==> src/rtl/pipeline_stall_sequencer_pkg.sv <==
// Shared encodings and helpers for the pipeline stall sequencer.
// Holds the FSM states, register-file constants and the operand match rule.
package hazard_pkg;

    localparam int REG_W = 5;
    localparam int CTR_W = 4;
    localparam logic [REG_W-1:0] REG_ZERO = 5'd0;

    typedef enum logic [1:0] {
        ST_RUN    = 2'd0,
        ST_STALL  = 2'd1,
        ST_MULDIV = 2'd2
    } seq_state_t;

    // R0 is hardwired, so it never creates a dependency.
    function automatic logic reg_match(
        input logic [REG_W-1:0] dst,
        input logic [REG_W-1:0] rs,
        input logic [REG_W-1:0] rt,
        input logic             use_rs,
        input logic             use_rt
    );
        return (dst != REG_ZERO) &&
               ((use_rs && rs == dst) ||
                (use_rt && rt == dst));
    endfunction

endpackage

==> src/rtl/pipeline_stall_sequencer_if.sv <==
// Hazard inputs from the ID/EX/MEM stages and the pipeline enables
// the sequencer drives back; slave is the sequencer side.
interface pipeline_stall_sequencer_if #(
    parameter int CNT_W = 16
);
    import hazard_pkg::*;

    logic [REG_W-1:0] Rs_ID;
    logic [REG_W-1:0] Rt_ID;
    logic             UsesRs_ID;
    logic             UsesRt_ID;
    logic             IsBranch_ID;
    logic             Jump_ID;
    logic             BranchTaken_ID;
    logic [REG_W-1:0] RegDst_EX;
    logic             RegWrite_EX;
    logic             MemRead_EX;
    logic [REG_W-1:0] RegDst_MEM;
    logic             MemRead_MEM;
    logic             MulDivStart_EX;

    logic             PCWrite;
    logic             IFID_Write;
    logic             IF_Flush;
    logic             IDEX_Bubble;
    logic             IDEX_Write;
    logic             EXMEM_Bubble;
    logic             Busy;
    logic [CNT_W-1:0] StallCount;

    modport master (
        output Rs_ID, Rt_ID, UsesRs_ID, UsesRt_ID,
        output IsBranch_ID, Jump_ID, BranchTaken_ID,
        output RegDst_EX, RegWrite_EX, MemRead_EX,
        output RegDst_MEM, MemRead_MEM, MulDivStart_EX,
        input  PCWrite, IFID_Write, IF_Flush,
        input  IDEX_Bubble, IDEX_Write, EXMEM_Bubble,
        input  Busy, StallCount
    );

    modport slave (
        input  Rs_ID, Rt_ID, UsesRs_ID, UsesRt_ID,
        input  IsBranch_ID, Jump_ID, BranchTaken_ID,
        input  RegDst_EX, RegWrite_EX, MemRead_EX,
        input  RegDst_MEM, MemRead_MEM, MulDivStart_EX,
        output PCWrite, IFID_Write, IF_Flush,
        output IDEX_Bubble, IDEX_Write, EXMEM_Bubble,
        output Busy, StallCount
    );

endinterface

==> src/rtl/hazard_down_counter.sv <==
// Loadable down counter holding the cycles left in a stall or freeze.
// last flags the final cycle, zero flags an idle counter.
module hazard_down_counter #(
    parameter int W = 4
) (
    input  logic         clk,
    input  logic         rst_n,
    input  logic         load,
    input  logic [W-1:0] load_val,
    input  logic         dec,
    output logic [W-1:0] count,
    output logic         zero,
    output logic         last
);

    always_ff @(posedge clk) begin
        if (!rst_n) begin
            count <= '0;
        end else if (load) begin
            count <= load_val;
        end else if (dec && count != '0) begin
            count <= count - W'(1);
        end
    end

    assign zero = (count == '0);
    assign last = (count == W'(1));

endmodule

==> src/rtl/pipeline_stall_sequencer.sv <==
// Registered stall/bubble/flush sequencer for the 5-stage pipeline:
// load-use and branch operand stalls, mul/div freezes, redirect flushes.
module pipeline_stall_sequencer
    import hazard_pkg::*;
#(
    parameter int MULDIV_LAT = 4,
    parameter int CNT_W      = 16
) (
    input logic Clk,
    input logic Rst_n,
    pipeline_stall_sequencer_if.slave bus
);

    seq_state_t       state;
    seq_state_t       state_next;
    logic [CNT_W-1:0] stall_cnt;

    logic             ctr_load;
    logic [CTR_W-1:0] ctr_val;
    logic             ctr_dec;
    logic [CTR_W-1:0] ctr;
    logic             ctr_zero;
    logic             ctr_last;

    logic match_ex;
    logic match_mem;
    logic haz_two;
    logic haz_one;
    logic redirect;

    logic pc_write;
    logic ifid_write;
    logic if_flush;
    logic idex_bubble;
    logic idex_write;
    logic exmem_bubble;

    hazard_down_counter #(.W(CTR_W)) u_ctr (
        .clk      (Clk),
        .rst_n    (Rst_n),
        .load     (ctr_load),
        .load_val (ctr_val),
        .dec      (ctr_dec),
        .count    (ctr),
        .zero     (ctr_zero),
        .last     (ctr_last)
    );

    assign match_ex = reg_match(
        bus.RegDst_EX, bus.Rs_ID, bus.Rt_ID,
        bus.UsesRs_ID, bus.UsesRt_ID);
    assign match_mem = reg_match(
        bus.RegDst_MEM, bus.Rs_ID, bus.Rt_ID,
        bus.UsesRs_ID, bus.UsesRt_ID);

    assign haz_two = bus.IsBranch_ID &&
                     bus.MemRead_EX && match_ex;
    assign haz_one =
        (bus.MemRead_EX && match_ex) ||
        (bus.IsBranch_ID && bus.RegWrite_EX && match_ex) ||
        (bus.IsBranch_ID && bus.MemRead_MEM && match_mem);
    assign redirect = bus.Jump_ID ||
                      (bus.IsBranch_ID && bus.BranchTaken_ID);

    always_ff @(posedge Clk) begin
        if (!Rst_n) begin
            state     <= ST_RUN;
            stall_cnt <= '0;
        end else begin
            state <= state_next;
            if (!pc_write && stall_cnt != '1) begin
                stall_cnt <= stall_cnt + CNT_W'(1);
            end
        end
    end

    always_comb begin
        state_next   = state;
        ctr_load     = 1'b0;
        ctr_val      = '0;
        ctr_dec      = 1'b0;
        pc_write     = 1'b1;
        ifid_write   = 1'b1;
        if_flush     = 1'b0;
        idex_bubble  = 1'b0;
        idex_write   = 1'b1;
        exmem_bubble = 1'b0;
        unique case (state)
            ST_RUN: begin
                if (bus.MulDivStart_EX) begin
                    pc_write     = 1'b0;
                    ifid_write   = 1'b0;
                    idex_write   = 1'b0;
                    exmem_bubble = 1'b1;
                    ctr_load     = 1'b1;
                    ctr_val      = CTR_W'(MULDIV_LAT - 1);
                    state_next   = ST_MULDIV;
                end else if (haz_two) begin
                    pc_write    = 1'b0;
                    ifid_write  = 1'b0;
                    idex_bubble = 1'b1;
                    ctr_load    = 1'b1;
                    ctr_val     = CTR_W'(1);
                    state_next  = ST_STALL;
                end else if (haz_one) begin
                    pc_write    = 1'b0;
                    ifid_write  = 1'b0;
                    idex_bubble = 1'b1;
                end else if (redirect) begin
                    if_flush = 1'b1;
                end
            end
            ST_STALL: begin
                pc_write    = 1'b0;
                ifid_write  = 1'b0;
                idex_bubble = 1'b1;
                ctr_dec     = 1'b1;
                if (ctr_last || ctr_zero) begin
                    state_next = ST_RUN;
                end
            end
            ST_MULDIV: begin
                pc_write     = 1'b0;
                ifid_write   = 1'b0;
                idex_write   = 1'b0;
                exmem_bubble = 1'b1;
                ctr_dec      = 1'b1;
                if (ctr_last || ctr_zero) begin
                    state_next = ST_RUN;
                end
            end
            default: begin
                state_next = ST_RUN;
            end
        endcase
    end

    assign bus.PCWrite      = pc_write;
    assign bus.IFID_Write   = ifid_write;
    assign bus.IF_Flush     = if_flush;
    assign bus.IDEX_Bubble  = idex_bubble;
    assign bus.IDEX_Write   = idex_write;
    assign bus.EXMEM_Bubble = exmem_bubble;
    assign bus.Busy         = (state != ST_RUN);
    assign bus.StallCount   = stall_cnt;

endmodule

==> src/flat_wrapper.sv <==
// flat-port wrapper written by rule: the top's interface ports become plain ports
module pipeline_stall_sequencer_flat import hazard_pkg::*;
#(
    parameter int MULDIV_LAT = 4,
    parameter int CNT_W      = 16
)
  (Clk, Rst_n, bus_Rs_ID, bus_Rt_ID, bus_UsesRs_ID, bus_UsesRt_ID, bus_IsBranch_ID, bus_Jump_ID, bus_BranchTaken_ID, bus_RegDst_EX, bus_RegWrite_EX, bus_MemRead_EX, bus_RegDst_MEM, bus_MemRead_MEM, bus_MulDivStart_EX, bus_PCWrite, bus_IFID_Write, bus_IF_Flush, bus_IDEX_Bubble, bus_IDEX_Write, bus_EXMEM_Bubble, bus_Busy, bus_StallCount);
  pipeline_stall_sequencer_if #(.CNT_W(CNT_W)) bus_i ();
  input logic Clk;
  input logic Rst_n;
  input wire logic [$bits(bus_i.Rs_ID)-1:0] bus_Rs_ID;
  input wire logic [$bits(bus_i.Rt_ID)-1:0] bus_Rt_ID;
  input wire logic [$bits(bus_i.UsesRs_ID)-1:0] bus_UsesRs_ID;
  input wire logic [$bits(bus_i.UsesRt_ID)-1:0] bus_UsesRt_ID;
  input wire logic [$bits(bus_i.IsBranch_ID)-1:0] bus_IsBranch_ID;
  input wire logic [$bits(bus_i.Jump_ID)-1:0] bus_Jump_ID;
  input wire logic [$bits(bus_i.BranchTaken_ID)-1:0] bus_BranchTaken_ID;
  input wire logic [$bits(bus_i.RegDst_EX)-1:0] bus_RegDst_EX;
  input wire logic [$bits(bus_i.RegWrite_EX)-1:0] bus_RegWrite_EX;
  input wire logic [$bits(bus_i.MemRead_EX)-1:0] bus_MemRead_EX;
  input wire logic [$bits(bus_i.RegDst_MEM)-1:0] bus_RegDst_MEM;
  input wire logic [$bits(bus_i.MemRead_MEM)-1:0] bus_MemRead_MEM;
  input wire logic [$bits(bus_i.MulDivStart_EX)-1:0] bus_MulDivStart_EX;
  output wire logic [$bits(bus_i.PCWrite)-1:0] bus_PCWrite;
  output wire logic [$bits(bus_i.IFID_Write)-1:0] bus_IFID_Write;
  output wire logic [$bits(bus_i.IF_Flush)-1:0] bus_IF_Flush;
  output wire logic [$bits(bus_i.IDEX_Bubble)-1:0] bus_IDEX_Bubble;
  output wire logic [$bits(bus_i.IDEX_Write)-1:0] bus_IDEX_Write;
  output wire logic [$bits(bus_i.EXMEM_Bubble)-1:0] bus_EXMEM_Bubble;
  output wire logic [$bits(bus_i.Busy)-1:0] bus_Busy;
  output wire logic [$bits(bus_i.StallCount)-1:0] bus_StallCount;
  assign bus_i.Rs_ID = bus_Rs_ID;
  assign bus_i.Rt_ID = bus_Rt_ID;
  assign bus_i.UsesRs_ID = bus_UsesRs_ID;
  assign bus_i.UsesRt_ID = bus_UsesRt_ID;
  assign bus_i.IsBranch_ID = bus_IsBranch_ID;
  assign bus_i.Jump_ID = bus_Jump_ID;
  assign bus_i.BranchTaken_ID = bus_BranchTaken_ID;
  assign bus_i.RegDst_EX = bus_RegDst_EX;
  assign bus_i.RegWrite_EX = bus_RegWrite_EX;
  assign bus_i.MemRead_EX = bus_MemRead_EX;
  assign bus_i.RegDst_MEM = bus_RegDst_MEM;
  assign bus_i.MemRead_MEM = bus_MemRead_MEM;
  assign bus_i.MulDivStart_EX = bus_MulDivStart_EX;
  assign bus_PCWrite = bus_i.PCWrite;
  assign bus_IFID_Write = bus_i.IFID_Write;
  assign bus_IF_Flush = bus_i.IF_Flush;
  assign bus_IDEX_Bubble = bus_i.IDEX_Bubble;
  assign bus_IDEX_Write = bus_i.IDEX_Write;
  assign bus_EXMEM_Bubble = bus_i.EXMEM_Bubble;
  assign bus_Busy = bus_i.Busy;
  assign bus_StallCount = bus_i.StallCount;
  pipeline_stall_sequencer #(.MULDIV_LAT(MULDIV_LAT), .CNT_W(CNT_W)) u_core (.Clk(Clk), .Rst_n(Rst_n), .bus(bus_i));
endmodule
==> config.mk <==
export PLATFORM = sky130hd
export DESIGN_NAME = pipeline_stall_sequencer_flat
export DESIGN_NICKNAME = d
export VERILOG_FILES = /design/src/rtl/pipeline_stall_sequencer_pkg.sv /design/src/rtl/pipeline_stall_sequencer_if.sv /design/src/rtl/hazard_down_counter.sv /design/src/rtl/pipeline_stall_sequencer.sv /design/src/flat_wrapper.sv
export SDC_FILE = /design/constraint.sdc
export NUM_CORES = 1
export LEC_CHECK = 0
export BUFFER_PORTS_ARGS = -buffer_cell sky130_fd_sc_hd__buf_2
export CAP_MARGIN = 10
export CORE_MARGIN = 1
export CORE_UTILIZATION = 30
export DETAILED_ROUTE_END_ITERATION = 10
export GPL_ROUTABILITY_DRIVEN = 0
export PLACE_DENSITY_LB_ADDON = 0.2
export REMOVE_ABC_BUFFERS = 1
export SETUP_SLACK_MARGIN = 0.1
export SLEW_MARGIN = 25
export SYNTH_ARGS = -nofsm -noshare
export SYNTH_HDL_FRONTEND = slang
export SYNTH_HIERARCHICAL = 1
export SYNTH_SLANG_ARGS = --single-unit
==> constraint.sdc <==
create_clock -name Clk -period 3.1 [get_ports Clk]
set_input_delay 0.31 -clock Clk [delete_from_list [all_inputs] [get_ports Clk]]
set_output_delay 0.31 -clock Clk [all_outputs]
set_load 0.05 [all_outputs]
==> metrics.yaml <==
outcome:
  outcome: "finished clean"
timing:
  setup_tns_ns: 0
  finalSetupViolations: 0
  slew_headroom: 0.573
  tightest_slew_ns: 0.641
  hold_viol_final: 0
  slew_viol_final: 0
  rsz0062_at_grt: "no"
  skew_ns: 0.0105
  period_share: 0.722
  fmax_mhz: 447
  min_period_ns: 2.24
yosys:
  synth_cells: 213
  synth.avg_cell_area_sq_um: 8.25
  synth_cell_types: 51
  async_reset_ff_frac: 0
  synth_area_leaders: "dfxtp_1, xnor2_1, mux2i_1, nand2_1, nand2b_1"
  yosysWarnings: 6
  synth-main-ff-cell: "dfxtp_1"
  synthesis.area_sq_um: 1760
  ys_ff_latch: 22
  synth_top_area_frac: 0.251
  ys_seq_area_frac: 0.251
  yosysMostFrequentCell: "nand2_1"
  synth_edf_count: 0
  synth_top_area_cell: "dfxtp_1"
  netlist_top_cells_count: "nand2_1, dfxtp_1, xnor2_1, nand2b_1"
grt:
  grt.total_usage: 0.133
  grt_pass1_wl_mm: 6.58
  antenna_found_initial: 0
  grt_pass1_vias: 1481
  grt_max_degree: 39
  grt-ovfl-total: 0
power:
  p_sw_frac: 0.341
  vdd_drop_max_v: 0.000242
  p_sw_uw: 296
  leakage_nw: 0.847
  clockPowerShare: 0.318
  power_uw: 869
  seqPwrFrac: 0.359
  power_density_nw_per_um2: 407
  p_int_uw: 573
  comb_power_share: 0.323
critical_path:
  cp-startpoint: "bus_RegDst_MEM[0]"
  startpoint_type: "input port"
  worstPathArrival_ns: 1.93
  r2r-start: "u_core/bus.StallCount[0]"
  critical_path_class: "input port to output port"
  slowest_delay_ns: 0.37
  cpMostUsedCell: "buf_2"
  cp_max_fo: 3
  cp_data_required_time_ns: 2.79
  endpoint_kind: "output port"
  crit_chain: "buf_2, or3_1, o311a_1, a221oi_2, or2_2, buf_2"
  cp_slowest_cell: "or3_1"
route:
  first_iter_violations: 120
  ant_nets: 0
  drc: 0
  num_vias: 1625
  drtPass1Iterations: 4
  via_per_inst: 4.84
  post_drt_wl_per_cell_microns: 12.0
  wirelength_mm: 4.03
flow_run:
  cap_viol_max_count: 0
placed_design:
  portBuffers: 53
  hpwlAfterDp_mm: 3.11
clock_network:
  cts_num_sinks: 22
  clock_path_buffers: 2
  clockRootBuffer: "clkbuf_8"
  clk_latency_ns: 0.27
  numCtsBuffers: 3
  htreeDepth: 1
  cts_tree: "done"
  cts_resized: 0
  ctsHoldBuffers: 0
  clk_pin_slew_ns: 0.08
  post-cts-setup-buffers: 0
floorplanning:
  die_area_sq_um: 6170
  die_h_microns: 78.5
  design.core.area_sq_um: 5570
  ioPinCount: 54
  initial_core_util: 0.315
  row_count: 27
  die_w_microns: 78.5
finish:
  nFillCells: 596
  antenna_cells: 0
  drive_above_1_share: 0.280
  syn_to_final_growth_pct: 21.7
  nNetsFinal: 302
worst_hold_path:
  hold_start: "bus_MemRead_EX"
  hold_class: "input port to register"
-- power groups by stage --
stage	Combinational (mW)	Clock (mW)	Sequential (mW)
3_3_place_gp	0.281	0	0.318
5_1_grt	0.306	0.297	0.314
3_5_place_dp	0.281	0	0.318
4_1_cts	0.282	0.286	0.312
2_1_floorplan	0.183	0	0.334
6_report	0.281	0.276	0.312
-- state kept, by name, summed over array words and instances, names as in the netlist --
name and flops:
u_core/state 2, u_core/u_ctr/count 4, u_core/bus.StallCount 16
-- cell type report --
class	count	area (sq um)	area share
multi-input combinational	174	1220	0.573
sequential	22	440	0.206
timing repair buffer	54	273	0.128
tap	72	90.1	0.0422
clock buffer	3	41.3	0.0193
inverter	10	37.5	0.0176
clock inverter	1	30.0	0.0141
-- metrics by stage --
step | worst slack, ns | cells | util | hold slack (ns) | instance area (sq um)
floorplan | 0.101 | 206 | - | 0.439 | 1700
global placement | 0.888 | 332 | 0.371 | 0.471 | 2070
detailed placement | 0.836 | 332 | 0.371 | 0.478 | 2070
CTS | 0.846 | 336 | 0.383 | 0.410 | 2140
global route | 0.767 | 336 | 0.383 | 0.450 | 2140
finish | 0.862 | 336 | 0.383 | 0.417 | 2140
-- final timing paths --
| path | slack, ns | depth (start not counted) | end |
|---|---|---|---|
| setup / recovery | 0.86 | 6 | bus_PCWrite |
| hold / removal | 0.42 | 4 | u_core/state[0] |
| setup reg to reg | 1.07 | 7 | u_core/bus.StallCount[8] |
| hold reg to reg | 0.49 | 2 | u_core/bus.StallCount[9] |
-- cell families after synthesis --
| group | count (synthesis) | synth area share |
|---|---|---|
| AOI/OAI and AO/OA | 35 | 0.152 |
| other | 1 | 0.00213 |
| xor gates and xnor gates | 20 | 0.0997 |
| adders and majority gates | 6 | 0.0427 |
| muxes | 12 | 0.0684 |
| buffers and inverters | 18 | 0.0541 |
| and+or+nand+nor | 99 | 0.330 |
| DFF | 22 | 0.251 |
-- cells in the final DEF (no fill, tap or decap), drive strengths merged, types with 10 or more instances in the layout --
| master | netlist | final |
|---|---|---|
| nand2 | 24 | 24 |
| nor2 | 10 | 10 |
| mux2i | 12 | 12 |
| xnor2 | 20 | 20 |
| buf | 4 | 54 |
| dfxtp | 22 | 22 |
| nand2b | 13 | 13 |
| inv | 10 | 10 |
| nand3 | 12 | 12 |
-- metal layers --
layer | up-vias | routed length, microns | global-route usage
met2 | 38 | 1750 | 0.217
met4 | 0 | 37 | 0.0444
met5 | - | 0 | 0
met1 | 722 | 2050 | 0.177
li1 | 861 | - | -
met3 | 4 | 197 | 0.0221
-- worst max-delay path: cells and delay by family --
family / cells / cell delay, ns
simple gates: 2 / 0.58
compound gates: 2 / 0.66
buf+inv: 2 / 0.38
No activity file was read; power rests on OpenSTA's default activity.
